==> src/rtl/calc_pkg.sv <==
// Shared opcodes, FSM state encoding and default sizes for the RPN stack calculator.
package calc_pkg;

  localparam int CALC_WIDTH = 16;
  localparam int CALC_DEPTH = 8;

  localparam logic [2:0] OP_DIGIT = 3'd0;
  localparam logic [2:0] OP_ENTER = 3'd1;
  localparam logic [2:0] OP_ADD   = 3'd2;
  localparam logic [2:0] OP_SUB   = 3'd3;
  localparam logic [2:0] OP_MUL   = 3'd4;
  localparam logic [2:0] OP_DROP  = 3'd5;
  localparam logic [2:0] OP_DUP   = 3'd6;
  localparam logic [2:0] OP_CLEAR = 3'd7;

  localparam logic [1:0] ST_IDLE = 2'd0;
  localparam logic [1:0] ST_PUSH = 2'd1;
  localparam logic [1:0] ST_OP   = 2'd2;

  function automatic logic is_binary(input logic [2:0] op);
    return (op == OP_ADD) || (op == OP_SUB) || (op == OP_MUL);
  endfunction

endpackage

==> src/rtl/calc_alu.sv <==
// Combinational two-operand ALU: a op b, truncated to WIDTH bits.
module calc_alu
  import calc_pkg::*;
#(
  parameter int WIDTH = CALC_WIDTH
) (
  input  logic [WIDTH-1:0] a,
  input  logic [WIDTH-1:0] b,
  input  logic [2:0]       op,
  output logic [WIDTH-1:0] result
);

  always_comb begin
    result = '0;
    case (op)
      OP_ADD:  result = a + b;
      OP_SUB:  result = a - b;
      OP_MUL:  result = a * b;
      default: result = '0;
    endcase
  end

endmodule

==> src/rtl/stack_calc_core.sv <==
// RPN calculator engine: hex digit entry, register-based operand stack and a
// three-state IDLE/PUSH/OP sequencer driving the displayed value.
module stack_calc_core
  import calc_pkg::*;
#(
  parameter int DEPTH = CALC_DEPTH,
  parameter int WIDTH = CALC_WIDTH
) (
  input  logic                       clk,
  input  logic                       reset,
  input  logic                       cmd_valid,
  input  logic [2:0]                 cmd_op,
  input  logic [3:0]                 cmd_digit,
  output logic                       cmd_ready,
  output logic [WIDTH-1:0]           numbers,
  output logic [$clog2(DEPTH+1)-1:0] depth,
  output logic                       entry_active,
  output logic                       err_overflow,
  output logic                       err_underflow
);

  localparam int SPW = $clog2(DEPTH + 1);
  localparam int IW  = (DEPTH > 1) ? $clog2(DEPTH) : 1;
  localparam logic [SPW-1:0] DEPTH_S = SPW'(DEPTH);
  localparam logic [SPW-1:0] ONE_S   = SPW'(1);
  localparam logic [SPW-1:0] TWO_S   = SPW'(2);

  logic [WIDTH-1:0] stack [DEPTH];
  logic [1:0]       state, state_n;
  logic [2:0]       op_q, op_n;
  logic [SPW-1:0]   sp, sp_n;
  logic [WIDTH-1:0] entry, entry_n;
  logic             active_n, ovf_n, unf_n;
  logic [WIDTH-1:0] numbers_n;

  logic             wr_en;
  logic [IW-1:0]    wr_idx;
  logic [WIDTH-1:0] wr_data;

  logic [IW-1:0]    ix_sp, ix_top, ix_a, ix_top_n;
  logic [WIDTH-1:0] alu_res;

  assign ix_sp    = IW'(sp);
  assign ix_top   = IW'(sp - ONE_S);
  assign ix_a     = IW'(sp - TWO_S);
  assign ix_top_n = IW'(sp_n - ONE_S);

  calc_alu #(.WIDTH(WIDTH)) u_alu (
    .a      (stack[ix_a]),
    .b      (stack[ix_top]),
    .op     (op_q),
    .result (alu_res)
  );

  assign cmd_ready = (state == ST_IDLE);
  assign depth     = sp;

  always_comb begin
    state_n  = state;
    op_n     = op_q;
    sp_n     = sp;
    entry_n  = entry;
    active_n = entry_active;
    ovf_n    = err_overflow;
    unf_n    = err_underflow;
    wr_en    = 1'b0;
    wr_idx   = '0;
    wr_data  = '0;

    case (state)
      ST_IDLE: begin
        if (cmd_valid) begin
          case (cmd_op)
            OP_DIGIT: begin
              entry_n  = {entry[WIDTH-5:0], cmd_digit};
              active_n = 1'b1;
            end
            OP_CLEAR: begin
              sp_n     = '0;
              entry_n  = '0;
              active_n = 1'b0;
              ovf_n    = 1'b0;
              unf_n    = 1'b0;
            end
            default: begin
              op_n = cmd_op;
              if (entry_active)
                state_n = ST_PUSH;
              else if (cmd_op != OP_ENTER)
                state_n = ST_OP;
            end
          endcase
        end
      end

      ST_PUSH: begin
        // The pending entry is consumed whether or not it fits.
        entry_n  = '0;
        active_n = 1'b0;
        if (sp < DEPTH_S) begin
          wr_en   = 1'b1;
          wr_idx  = ix_sp;
          wr_data = entry;
          sp_n    = sp + ONE_S;
          state_n = (op_q == OP_ENTER) ? ST_IDLE : ST_OP;
        end else begin
          ovf_n   = 1'b1;
          state_n = ST_IDLE;
        end
      end

      ST_OP: begin
        state_n = ST_IDLE;
        if (is_binary(op_q)) begin
          if (sp >= TWO_S) begin
            wr_en   = 1'b1;
            wr_idx  = ix_a;
            wr_data = alu_res;
            sp_n    = sp - ONE_S;
          end else begin
            unf_n = 1'b1;
          end
        end else if (op_q == OP_DROP) begin
          if (sp >= ONE_S) sp_n = sp - ONE_S;
          else             unf_n = 1'b1;
        end else if (op_q == OP_DUP) begin
          if (sp < ONE_S) begin
            unf_n = 1'b1;
          end else if (sp >= DEPTH_S) begin
            ovf_n = 1'b1;
          end else begin
            wr_en   = 1'b1;
            wr_idx  = ix_sp;
            wr_data = stack[ix_top];
            sp_n    = sp + ONE_S;
          end
        end
      end

      default: state_n = ST_IDLE;
    endcase

    // Display value follows the post-update state; a write always lands on the new top.
    if (active_n)
      numbers_n = entry_n;
    else if (sp_n != '0)
      numbers_n = wr_en ? wr_data : stack[ix_top_n];
    else
      numbers_n = '0;
  end

  always_ff @(posedge clk) begin
    if (reset) begin
      state         <= ST_IDLE;
      op_q          <= OP_DIGIT;
      sp            <= '0;
      entry         <= '0;
      entry_active  <= 1'b0;
      err_overflow  <= 1'b0;
      err_underflow <= 1'b0;
      numbers       <= '0;
      for (int i = 0; i < DEPTH; i++) stack[i] <= '0;
    end else begin
      state         <= state_n;
      op_q          <= op_n;
      sp            <= sp_n;
      entry         <= entry_n;
      entry_active  <= active_n;
      err_overflow  <= ovf_n;
      err_underflow <= unf_n;
      numbers       <= numbers_n;
      if (wr_en) stack[wr_idx] <= wr_data;
    end
  end

endmodule

==> config.mk <==
export PLATFORM = sky130hd
export DESIGN_NAME = stack_calc_core
export DESIGN_NICKNAME = d
export VERILOG_FILES = /design/src/rtl/calc_pkg.sv /design/src/rtl/calc_alu.sv /design/src/rtl/stack_calc_core.sv
export SDC_FILE = /design/constraint.sdc
export NUM_CORES = 1
export LEC_CHECK = 0
export ABC_CLOCK_PERIOD_IN_PS = 18200
export BUFFER_PORTS_ARGS = -buffer_cell sky130_fd_sc_hd__buf_4
export CAP_MARGIN = 20
export CORE_ASPECT_RATIO = 0.7
export CORE_MARGIN = 4
export CORE_UTILIZATION = 67
export DETAILED_ROUTE_END_ITERATION = 10
export GPL_TIMING_DRIVEN = 1
export PLACE_DENSITY = 0.84
export SYNTH_ARGS = -nofsm -noshare
export SYNTH_HDL_FRONTEND = slang
export SYNTH_HIERARCHICAL = 1
export SYNTH_SLANG_ARGS = --single-unit
==> constraint.sdc <==
create_clock -name clk -period 18.2 [get_ports clk]
set_input_delay 2.73 -clock clk [delete_from_list [all_inputs] [get_ports clk]]
set_output_delay 2.73 -clock clk [all_outputs]
set_load 0.02 [all_outputs]
-- Word level (Yosys, flattened, before mapping)
Memory sizes are Yosys's and may differ from the RTL's.
Cells that the tools add are included.
- reductions and logical operators: 13
- muxes and demuxes: 76
- $add $sub $neg: 6
- bitwise operators: 1
- $mul: 1
- equality and inequality tests: 24
- $lt $le $gt $ge: 5
- operators by type and width (operator ; count):
    $mux W16 ; 12
    $pmux W16 S2 ; 3
    $pmux W16 S3 ; 1
    $mux W4 ; 10
    $mux W1 ; 28
    $mux W3 ; 8
    $add A16 B16 Y16 ; 1
    $mul A16 B16 Y16 ; 1
    $ne A2 B2 Y1 const B ; 8
    $reduce_or A16 Y1 ; 1
    $sub A16 B16 Y16 ; 1
    $eq A3 B3 Y1 const B ; 4
    $mux W2 ; 6
    $ne A4 B4 Y1 const B ; 3
    $pmux W4 S3 ; 1
    $reduce_and A9 Y1 ; 1
    $pmux W1 S2 ; 4
    $reduce_and A7 Y1 ; 1
    $eq A3 B2 Y1 const B ; 2
    $ne A3 B1 Y1 const B ; 2
    $pmux W3 S2 ; 1
    $reduce_and A3 Y1 ; 2
    $add A4 B1 Y4 const B ; 1
    $ge A4 B1 Y1 const B ; 1
    22 further kinds ; 23
- memories: 1
- logic and storage cells: 135
- memory bits (writable): 128
- flip-flop bits (word level): 44
- memory list (memory ; words ; bits a word ; rd ports ; clocked after memory_dff ; wr ports ; line ; RTL):
    stack ; 8 ; 16 ; 3 ; 0 ; 8 ; stack_calc_core.sv:28 ; logic [WIDTH-1:0] stack [DEPTH];

-- Depth between registers and ports, before layout
Gate-level depths: netlist of run 1.
- depth after elaboration: 12
- depth in mapped cells: 31
- mapped depth without buffers: 28

-- Cells and area by module
The synthesis of run 1 kept the hierarchy.
- modules (own cells, without submodules) (module ; seq. area each (µm²) ; area each (µm²) ; cells each ; times used):
    stack_calc_core ; 4724.5 ; 10636.5 ; 941 ; 1
    calc_alu ; 0.0 ; 5129.9 ; 636 ; 1

-- Worst setup path after synthesis of run 1
No wires, ideal clock.
- path kind: register -> register
- from: register sp[0] (netlist: depth[0])
- to: memory stack[4][15] (netlist name), data pin
- clock period less this slack: 8.094 ns
- path slack: 10.106 ns
- path buffers: 4
- arrival: 7.828 ns
- stages on the path, launching flop included: 28
- path through: dfxtp_1 clkbuf_1 clkbuf_1 buf_1 mux4_2 mux2_2 clkbuf_1 and2_1 fa_1 inv_1 fa_1 fa_1 fa_1 inv_1 fa_1 inv_1 fa_1 inv_1 ha_1 and3_1 a31o_1 o41ai_4 xnor2_1 o22ai_1 a22oi_1 nand2_1 nand2_1 nor2_1
- RTL lines (item ; line ; RTL):
    start: declaration ; stack_calc_core.sv:31 ; logic [SPW-1:0] sp, sp_n;
    start signal: assignment ; stack_calc_core.sv:166 ; sp <= sp_n;
    end: declaration ; stack_calc_core.sv:28 ;

==> results of run 1 <==
-- cells by family (layout without fill, tap and decap cells) --
family | after synthesis | after routing | share of synthesized area
other cells | 0 | 1 | 0
fa+ha+maj | 164 | 164 | 0.169
buf+inv | 265 | 254 | 0.0667
flops | 172 | 172 | 0.300
xor+xnor | 68 | 68 | 0.0390
simple gates | 560 | 560 | 0.172
mux | 116 | 116 | 0.140
compound gates | 232 | 232 | 0.115
-- final timing paths --
kind | depth (start not counted) | end | start
worst max-delay path | 25 | stack[5][12]$_SDFFCE_PN0P_ | depth[0]$_SDFF_PP0_
worst min-delay path | 2 | err_overflow$_SDFFE_PP0P_ | err_overflow$_SDFFE_PP0P_
worst max register to register | 25 | stack[5][12]$_SDFFCE_PN0P_ | depth[0]$_SDFF_PP0_
worst min register to register | 2 | err_overflow$_SDFFE_PP0P_ | err_overflow$_SDFFE_PP0P_
-- power groups by stage --
| stage | Clock (W) | Sequential (W) | Combinational [W] |
|---|---|---|---|
| 4_1_cts | 0.000368 | 0.000448 | 0.00106 |
| 6_report | 0.000371 | 0.000449 | 0.00108 |
| 3_3_place_gp | 0 | 0.000454 | 0.00101 |
| 2_1_floorplan | 0 | 0.000452 | 0.000792 |
| 3_5_place_dp | 0 | 0.000456 | 0.00105 |
| 5_1_grt | 0.000385 | 0.000449 | 0.00117 |
-- routing by layer --
metal | part of all wire | global-route usage
met1 | 0.36 | 0.502
met2 | 0.44 | 0.568
met3 | 0.16 | 0.157
met4 | 0.044 | 0.168
met5 | 0.00069 | 0
-- cells in the mapped netlist, types with 3 or more instances --
| library cell | n |
|---|---|
| a31oi_1 | 4 |
| fa_1 | 81 |
| dfxtp_1 | 44 |
| inv_1 | 163 |
| nand4_1 | 36 |
| o22ai_1 | 11 |
| o21ai_1 | 3 |
| buf_2 | 10 |
| mux2i_1 | 4 |
| xor2_1 | 26 |
| mux4_2 | 80 |
| a22o_1 | 18 |
| a22oi_1 | 33 |
| xnor2_1 | 41 |
| buf_1 | 5 |
| clkbuf_1 | 79 |
| nor4_1 | 3 |
| or3_1 | 6 |
| a211o_1 | 4 |
| or2_2 | 3 |
| mux2_2 | 32 |
| a211oi_1 | 5 |
| nand3b_1 | 3 |
| nand2_1 | 165 |
| nor3_1 | 11 |
| o211ai_1 | 33 |
| nand3_1 | 10 |
| o21ai_0 | 16 |
| a21o_1 | 5 |
| o31ai_1 | 23 |
| ha_1 | 83 |
| edfxtp_1 | 128 |
| a21oi_1 | 26 |
| buf_6 | 5 |
| o21a_1 | 6 |
| nor2b_1 | 9 |
| and3_1 | 4 |
| nor2_1 | 186 |
| a32oi_1 | 18 |
| nand2b_1 | 17 |
| and2_1 | 87 |
-- stage by stage --
step	hold WS [ns]	worst slack [ns]	total power (W)
floorplan	0.492	10.11	0.00124
global placement	0.477	10.06	0.00146
detailed placement	0.503	9.75	0.00150
CTS	0.522	9.77	0.00187
global route	0.576	9.31	0.00201
finish	0.526	9.55	0.00190
-- area by class of cell --
type                       count  share of cell area
timing repair buffer          58              0.0291
antenna                        1            0.000149
sequential                   172               0.281
inverter                     164              0.0366
multi-input combinational   1140               0.595
tap                          312              0.0232
clock inverter                14             0.00922
clock buffer                  18              0.0255
-- state kept, by name (all words and copies together) (netlist names) --
register	count
state	2
op_q	3
numbers	16
entry_active	1
err_underflow	1
depth	4
err_overflow	1
stack	128
entry	16
-- critical path, cell delays in order (launching register included) --
cell,delay [ns]
dfxtp_4,0.70
inv_1,0.21
ha_1,0.31
nand2b_1,0.18
nand2_1,0.73
mux2_2,0.71
nand2_1,0.17
fa_1,0.60
fa_1,0.45
fa_1,0.50
fa_1,0.50
inv_1,0.05
fa_1,0.53
inv_1,0.05
fa_1,0.53
inv_1,0.05
ha_1,0.39
nand3_1,0.11
nor3_1,0.07
a2111oi_4,0.41
xor2_1,0.24
o22ai_1,0.11
a22oi_1,0.23
nand2_1,0.19
nand2_1,0.28
nor2_1,0.07
==> flow_results.xml, run 1 <==
<?xml version="1.0" encoding="UTF-8"?>
<metrics>
  <group name="clocking">
    <metric name="postCtsSetupBuffers" unit="">0</metric>
    <metric name="insertion_delay" unit="ns">0.45</metric>
    <metric name="cts-resized-gates" unit="">0</metric>
    <metric name="clock_tree_from_tritoncts" unit="">built</metric>
    <metric name="cts.clk_slew.worst_paths" unit="ns">0.07</metric>
    <metric name="ctsLongestPathBuffers" unit="">2</metric>
    <metric name="holdBufCountCts" unit="">0</metric>
    <metric name="cts_sinks" unit="">172</metric>
    <metric name="cts_inserted_buffers" unit="">17</metric>
    <metric name="htree_levels" unit="">4</metric>
    <metric name="clock_root_buffer" unit="">clkbuf_16</metric>
  </group>
  <group name="layout">
    <metric name="layout_commonest_cell" unit="">nor2_1</metric>
    <metric name="finalCoreUtilization" unit="">0.735</metric>
    <metric name="area_used_by_multi_input_combinational_logic" unit="µm²">10000</metric>
    <metric name="drive_above_1_share" unit="">0.153</metric>
    <metric name="layout_area_overhead" unit="%">6.76</metric>
    <metric name="stdcell_count" unit="">1879</metric>
    <metric name="filler_cell_count" unit="">1636</metric>
    <metric name="finalNetCount" unit="">1727</metric>
    <metric name="design_area" unit="µm²">16800</metric>
    <metric name="final_cell_mix" unit="">nor2_1, nand2_1, inv_1, edfxtp_1, and2_1</metric>
    <metric name="seqCellArea" unit="µm²">4730</metric>
  </group>
  <group name="routing">
    <metric name="route.detailed.wl_per_inst" unit="µm">26.2</metric>
    <metric name="detail_route.iter0.violations" unit="">2291</metric>
    <metric name="drc" unit="">0</metric>
    <metric name="num_vias" unit="">13300</metric>
    <metric name="ant_nets" unit="">0</metric>
    <metric name="detailedRoute.firstPassIterationCount" unit="">6</metric>
    <metric name="routed_wirelength" unit="µm">49300</metric>
    <metric name="post_drt_via_cell_ratio" unit="">7.09</metric>
  </group>
  <group name="flow_run">
    <metric name="cap_viol_max_count" unit="">0</metric>
  </group>
  <group name="setup_path">
    <metric name="cp_endpoint_kind" unit="">flop</metric>
    <metric name="critPathKind" unit="">reg2reg</metric>
    <metric name="path_max_fanout" unit="">31</metric>
    <metric name="reg2reg_slack" unit="ns">9.55</metric>
    <metric name="timing.critical_path.from_type" unit="">flop</metric>
    <metric name="crit_arrival" unit="ns">8.83</metric>
    <metric name="worst-endpoint-required" unit="ns">18.38</metric>
  </group>
  <group name="synth">
    <metric name="synth_edf_count" unit="">128</metric>
    <metric name="synthesis.area_per_instance" unit="µm²">10.0</metric>
    <metric name="mapped_nets" unit="">1751</metric>
    <metric name="post_synth_instance_area" unit="µm²">15800</metric>
    <metric name="synthDominantAreaCellType" unit="">edfxtp_1</metric>
    <metric name="ys.flop_type" unit="">edfxtp_1</metric>
    <metric name="synth.yosys.warnings" unit="">6</metric>
    <metric name="netlist-cell-type-count" unit="">83</metric>
    <metric name="syn_inst" unit="">1577</metric>
    <metric name="synth-seq-area-share" unit="">0.300</metric>
    <metric name="async_reset_ff_frac" unit="">0</metric>
    <metric name="postSynthRegisterBits" unit="">172</metric>
    <metric name="synth.area.top_cells" unit="">edfxtp_1, mux4_2, fa_1</metric>
    <metric name="synth_largest_type_area_fraction" unit="">0.244</metric>
  </group>
  <group name="grt">
    <metric name="maximum_number_of_pins_on_one_net_before_global_route_repair" unit="">49</metric>
    <metric name="grt_antenna_before_repair" unit="">2</metric>
    <metric name="first_global_vias" unit="">13200</metric>
    <metric name="grt.overflow.total" unit="">0</metric>
    <metric name="grt_first_pass_wirelength" unit="µm">75300</metric>
    <metric name="grtUsageTotal" unit="">0.384</metric>
  </group>
  <group name="pwr">
    <metric name="power_switching_share" unit="">0.443</metric>
    <metric name="p_int" unit="W">0.00106</metric>
    <metric name="switchingPower" unit="W">0.000843</metric>
    <metric name="worst_ir_drop_on_vdd" unit="mV">0.106</metric>
    <metric name="p_leak" unit="nW">6.51</metric>
    <metric name="relative_contribution_of_combinational_cells_to_total_power" unit="">0.570</metric>
    <metric name="pwr_density_cell" unit="nW/µm²">113</metric>
    <metric name="seq_power_share" unit="">0.236</metric>
    <metric name="power_frac_clock" unit="">0.195</metric>
  </group>
  <group name="timing">
    <metric name="setup_viol" unit="">0</metric>
    <metric name="finalHoldViolCount" unit="">0</metric>
    <metric name="worst_slew_margin_rel" unit="">0.213</metric>
    <metric name="fin_worst_skew" unit="ns">0.0133</metric>
    <metric name="timing.setup.tns" unit="ns">0</metric>
    <metric name="final-max-slew-violation-count" unit="">0</metric>
    <metric name="period_needed" unit="ns">8.65</metric>
    <metric name="worst_slew_pin_slew" unit="ns">1.18</metric>
    <metric name="maxClockFrequency" unit="MHz">116</metric>
    <metric name="grt_setup_unrepaired" unit="">false</metric>
    <metric name="period_share" unit="">0.475</metric>
  </group>
  <group name="die">
    <metric name="die_outline_area" unit="µm²">26100</metric>
    <metric name="design.portCount" unit="">34</metric>
    <metric name="fp-row-count" unit="">46</metric>
    <metric name="placeableCoreArea" unit="µm²">22900</metric>
    <metric name="die_width" unit="µm">191</metric>
    <metric name="fp.dieH" unit="µm">136</metric>
    <metric name="start_util" unit="">0.688</metric>
  </group>
  <group name="placed_design">
    <metric name="place.detailed.instances" unit="">1839</metric>
    <metric name="number_of_buffers_inserted_by_port_buffering" unit="">33</metric>
    <metric name="globalplace.congestion" unit="">0.937</metric>
    <metric name="placedInstanceArea" unit="µm²">16100</metric>
    <metric name="hpwl" unit="µm">32600</metric>
  </group>
  <group name="hold_path">
    <metric name="min-delay-path-class" unit="">reg2reg</metric>
  </group>
  <group name="outcome">
    <metric name="outcome" unit="">finished, final reports clean</metric>
  </group>
</metrics>
Power figures use the tool's default switching activity.
==> run 2, diff against run 1 <==
--- a/config.mk
+++ b/config.mk
@@ -5,15 +5,16 @@
 export SDC_FILE = /design/constraint.sdc
 export NUM_CORES = 1
 export LEC_CHECK = 0
-export ABC_CLOCK_PERIOD_IN_PS = 18200
+export ABC_AREA = 1
+export ABC_CLOCK_PERIOD_IN_PS = 7900
 export BUFFER_PORTS_ARGS = -buffer_cell sky130_fd_sc_hd__buf_4
 export CAP_MARGIN = 20
 export CORE_ASPECT_RATIO = 0.7
 export CORE_MARGIN = 4
-export CORE_UTILIZATION = 67
+export CORE_UTILIZATION = 59
 export DETAILED_ROUTE_END_ITERATION = 10
 export GPL_TIMING_DRIVEN = 1
-export PLACE_DENSITY = 0.84
+export PLACE_DENSITY = 0.79
 export SYNTH_ARGS = -nofsm -noshare
 export SYNTH_HDL_FRONTEND = slang
 export SYNTH_HIERARCHICAL = 1
==> constraint.sdc (replaced) <==
create_clock -name clk -period 7.9 [get_ports clk]
set_input_delay 1.185 -clock clk [delete_from_list [all_inputs] [get_ports clk]]
set_output_delay 1.185 -clock clk [all_outputs]
set_load 0.02 [all_outputs]
==> flow_results.xml, run 2 <==
<?xml version="1.0" encoding="UTF-8"?>
<metrics>
  <group name="clocking">
    <metric name="clock_tree_from_tritoncts" unit="">built</metric>
    <metric name="cts.clk_slew.worst_paths" unit="ns">0.07</metric>
    <metric name="htree_levels" unit="">4</metric>
    <metric name="cts_sinks" unit="">172</metric>
    <metric name="clock_root_buffer" unit="">clkbuf_16</metric>
    <metric name="holdBufCountCts" unit="">0</metric>
    <metric name="ctsLongestPathBuffers" unit="">2</metric>
    <metric name="insertion_delay" unit="ns">0.45</metric>
    <metric name="cts_inserted_buffers" unit="">17</metric>
  </group>
  <group name="setup_path">
    <metric name="timing.critical_path.from_type" unit="">flop</metric>
    <metric name="cp_endpoint_kind" unit="">flop</metric>
    <metric name="worst_r2r_path_depth" unit="">40</metric>
    <metric name="path_max_fanout" unit="">24</metric>
    <metric name="category_of_cells_accounting_for_the_largest_share_of_critical_path_delay" unit="">adder cells</metric>
    <metric name="timing.critical_path.slowest_cell_delay" unit="ns">0.56</metric>
    <metric name="worst-path-buf-inv" unit="">10</metric>
    <metric name="worst-endpoint-required" unit="ns">8.18</metric>
    <metric name="crit_arrival" unit="ns">7.88</metric>
    <metric name="critPathKind" unit="">reg2reg</metric>
    <metric name="critPathMostFrequentCell" unit="">nand2_1</metric>
    <metric name="slowest_library_cell_on_the_worst_path" unit="">fa_1</metric>
    <metric name="worst-path-stages" unit="">40</metric>
  </group>
  <group name="layout">
    <metric name="layout_area_overhead" unit="%">9.60</metric>
    <metric name="filler_cell_count" unit="">2440</metric>
    <metric name="drive_above_1_share" unit="">0.0837</metric>
    <metric name="largest_registers" unit="">stack (128), entry (16), numbers (16)</metric>
    <metric name="max_flop_register" unit="">stack</metric>
    <metric name="finalNetCount" unit="">2540</metric>
    <metric name="layout_commonest_cell" unit="">nand2_1</metric>
    <metric name="flip_flop_count_of_the_largest_register_all_copies_and_words_added" unit="">128</metric>
    <metric name="final_cell_mix" unit="">nand2_1, inv_1, nor2_1, nand3_1, o21ai_0</metric>
    <metric name="insertedDiodeCount" unit="">0</metric>
    <metric name="design_area" unit="µm²">18300</metric>
  </group>
  <group name="synth">
    <metric name="netlist_top_cells_count" unit="">nand2_1, inv_1, nor2_1, nand3_1, o21ai_0</metric>
    <metric name="postSynthRegisterBits" unit="">172</metric>
    <metric name="syn_inst" unit="">2379</metric>
    <metric name="synth-seq-area-share" unit="">0.284</metric>
    <metric name="synth.area.top_cells" unit="">edfxtp_1, nand2_1, fa_1</metric>
    <metric name="post_synth_instance_area" unit="µm²">16700</metric>
    <metric name="synth_largest_type_area_fraction" unit="">0.231</metric>
    <metric name="synth.most_common_cell" unit="">nand2_1</metric>
    <metric name="synth_edf_count" unit="">128</metric>
    <metric name="synthesis.area_per_instance" unit="µm²">7.00</metric>
    <metric name="synthDominantAreaCellType" unit="">edfxtp_1</metric>
    <metric name="async_reset_ff_frac" unit="">0</metric>
    <metric name="ys.flop_type" unit="">edfxtp_1</metric>
    <metric name="synth.yosys.warnings" unit="">6</metric>
    <metric name="mapped_nets" unit="">2553</metric>
    <metric name="netlist-cell-type-count" unit="">54</metric>
  </group>
  <group name="grt">
    <metric name="grt_first_pass_wirelength" unit="µm">91900</metric>
    <metric name="grt_antenna_before_repair" unit="">0</metric>
    <metric name="grtUsageTotal" unit="">0.384</metric>
    <metric name="grt.overflow.total" unit="">0</metric>
    <metric name="maximum_number_of_pins_on_one_net_before_global_route_repair" unit="">169</metric>
    <metric name="first_global_vias" unit="">15900</metric>
  </group>
  <group name="pwr">
    <metric name="p_int" unit="W">0.00414</metric>
    <metric name="p_leak" unit="nW">8.48</metric>
    <metric name="relative_contribution_of_combinational_cells_to_total_power" unit="">0.790</metric>
    <metric name="power_frac_clock" unit="">0.098</metric>
    <metric name="power_switching_share" unit="">0.555</metric>
    <metric name="seq_power_share" unit="">0.112</metric>
    <metric name="p_total" unit="W">0.00930</metric>
    <metric name="pwr_density_cell" unit="nW/µm²">510</metric>
    <metric name="worst_ir_drop_on_vdd" unit="mV">0.561</metric>
    <metric name="switchingPower" unit="W">0.00516</metric>
  </group>
  <group name="routing">
    <metric name="routed_wirelength" unit="µm">60000</metric>
    <metric name="ant_nets" unit="">0</metric>
    <metric name="route.detailed.wl_per_inst" unit="µm">21.8</metric>
    <metric name="detail_route.iter0.violations" unit="">2682</metric>
    <metric name="post_drt_via_cell_ratio" unit="">6.18</metric>
    <metric name="detailedRoute.firstPassIterationCount" unit="">8</metric>
    <metric name="drc" unit="">0</metric>
    <metric name="num_vias" unit="">17000</metric>
  </group>
  <group name="flow_run">
    <metric name="cap_viol_max_count" unit="">0</metric>
  </group>
  <group name="die">
    <metric name="die_width" unit="µm">209</metric>
    <metric name="start_util" unit="">0.599</metric>
    <metric name="placeableCoreArea" unit="µm²">27800</metric>
    <metric name="fp.dieH" unit="µm">149</metric>
    <metric name="design.portCount" unit="">34</metric>
    <metric name="fp-row-count" unit="">51</metric>
    <metric name="die_outline_area" unit="µm²">31000</metric>
  </group>
  <group name="hold_path">
    <metric name="min-delay-path-class" unit="">reg2reg</metric>
    <metric name="worstHoldPathCells" unit="">2</metric>
  </group>
  <group name="timing">
    <metric name="maxClockFrequency" unit="MHz">131</metric>
    <metric name="final-max-slew-violation-count" unit="">0</metric>
    <metric name="worst_slew_margin_rel" unit="">0.168</metric>
    <metric name="final.setup.worst_slack" unit="ns">0.295</metric>
    <metric name="fin_hold_ws" unit="ns">0.530</metric>
    <metric name="period_share" unit="">0.963</metric>
    <metric name="finalHoldViolCount" unit="">0</metric>
    <metric name="fin_worst_skew" unit="ns">0.00839</metric>
    <metric name="setup_viol" unit="">0</metric>
    <metric name="worst_slew_pin_slew" unit="ns">1.25</metric>
    <metric name="period_needed" unit="ns">7.60</metric>
  </group>
  <group name="outcome">
    <metric name="outcome" unit="">finished, final reports clean</metric>
  </group>
  <group name="placed_design">
    <metric name="dpl_worst_slack" unit="ns">0.320</metric>
    <metric name="number_of_buffers_inserted_by_port_buffering" unit="">33</metric>
    <metric name="placedInstanceArea" unit="µm²">17500</metric>
    <metric name="hpwl" unit="µm">42400</metric>
    <metric name="globalplace.congestion" unit="">0.997</metric>
  </group>
</metrics>
==> run 2: final timing paths <==
check	start	endpoint	slack, ns
setup / recovery	depth[1]$_SDFF_PP0_	stack[2][15]$_SDFFCE_PN0P_	0.30
hold / removal	op_q[0]$_SDFFE_PP0P_	op_q[0]$_SDFFE_PP0P_	0.53
setup reg to reg	depth[1]$_SDFF_PP0_	stack[2][15]$_SDFFCE_PN0P_	0.30
hold reg to reg	op_q[0]$_SDFFE_PP0P_	op_q[0]$_SDFFE_PP0P_	0.53
==> run 2: cell families (layout without fill, tap and decap cells) <==
group | after synthesis | count (layout) | share of synthesized area
AOI/OAI and AO/OA | 445 | 445 | 0.151
xor gates and xnor gates | 27 | 27 | 0.0142
adders and majority gates | 164 | 164 | 0.160
buffers and inverters | 505 | 504 | 0.120
DFF | 172 | 172 | 0.284
and+or+nand+nor | 1066 | 1066 | 0.272
==> run 2: metal layers <==
layer | up-vias | part of all wire | global-route usage
li1 | 7693 | - | -
met1 | 7808 | 0.40 | 0.566
met2 | 1306 | 0.40 | 0.536
met3 | 181 | 0.17 | 0.128
met4 | 0 | 0.034 | 0.117
met5 | - | 0 | 0
==> run 2: tightest hold or removal path: stages, from the launching register on <==
cell and delay [ns]:
dfxtp_1 0.34, inv_1 0.08, a21oi_1 0.06
==> run 2: what timing repair did <==
action                                 CTS  global route
setup endpoints to repair                0            33
resized for setup                        0            17
buffers inserted                         0             0
endpoints found under the hold margin    0             0
==> run 2: metrics by stage <==
step                      utilization  TNS [ns]  instances
after floorplan                     -         0       2379
after global placement          0.629         0       2715
after detailed placement        0.629         0       2715
after CTS                       0.651         0       2746
after global routing            0.656  -0.00887       2749
final                           0.656         0       2749
==> run 2: area by class of cell <==
type                       count  area [µm²]  area share
multi-input combinational   1702       10000       0.550
sequential                   172        4730       0.259
inverter                     368        1390      0.0760
timing repair buffer         105        1030      0.0566
tap                          371         464      0.0254
clock buffer                  20         437      0.0239
clock inverter                11         169     0.00925
==> run 2: power by group through the flow <==
stage | sequential, W | clock, W | combinational (W)
after floorplan | 0.00107 | 0 | 0.00508
after global placement | 0.00106 | 0 | 0.00701
after detailed placement | 0.00106 | 0 | 0.00715
after CTS | 0.00104 | 0.000905 | 0.00718
after global routing | 0.00104 | 0.000951 | 0.00834
final | 0.00104 | 0.000913 | 0.00735
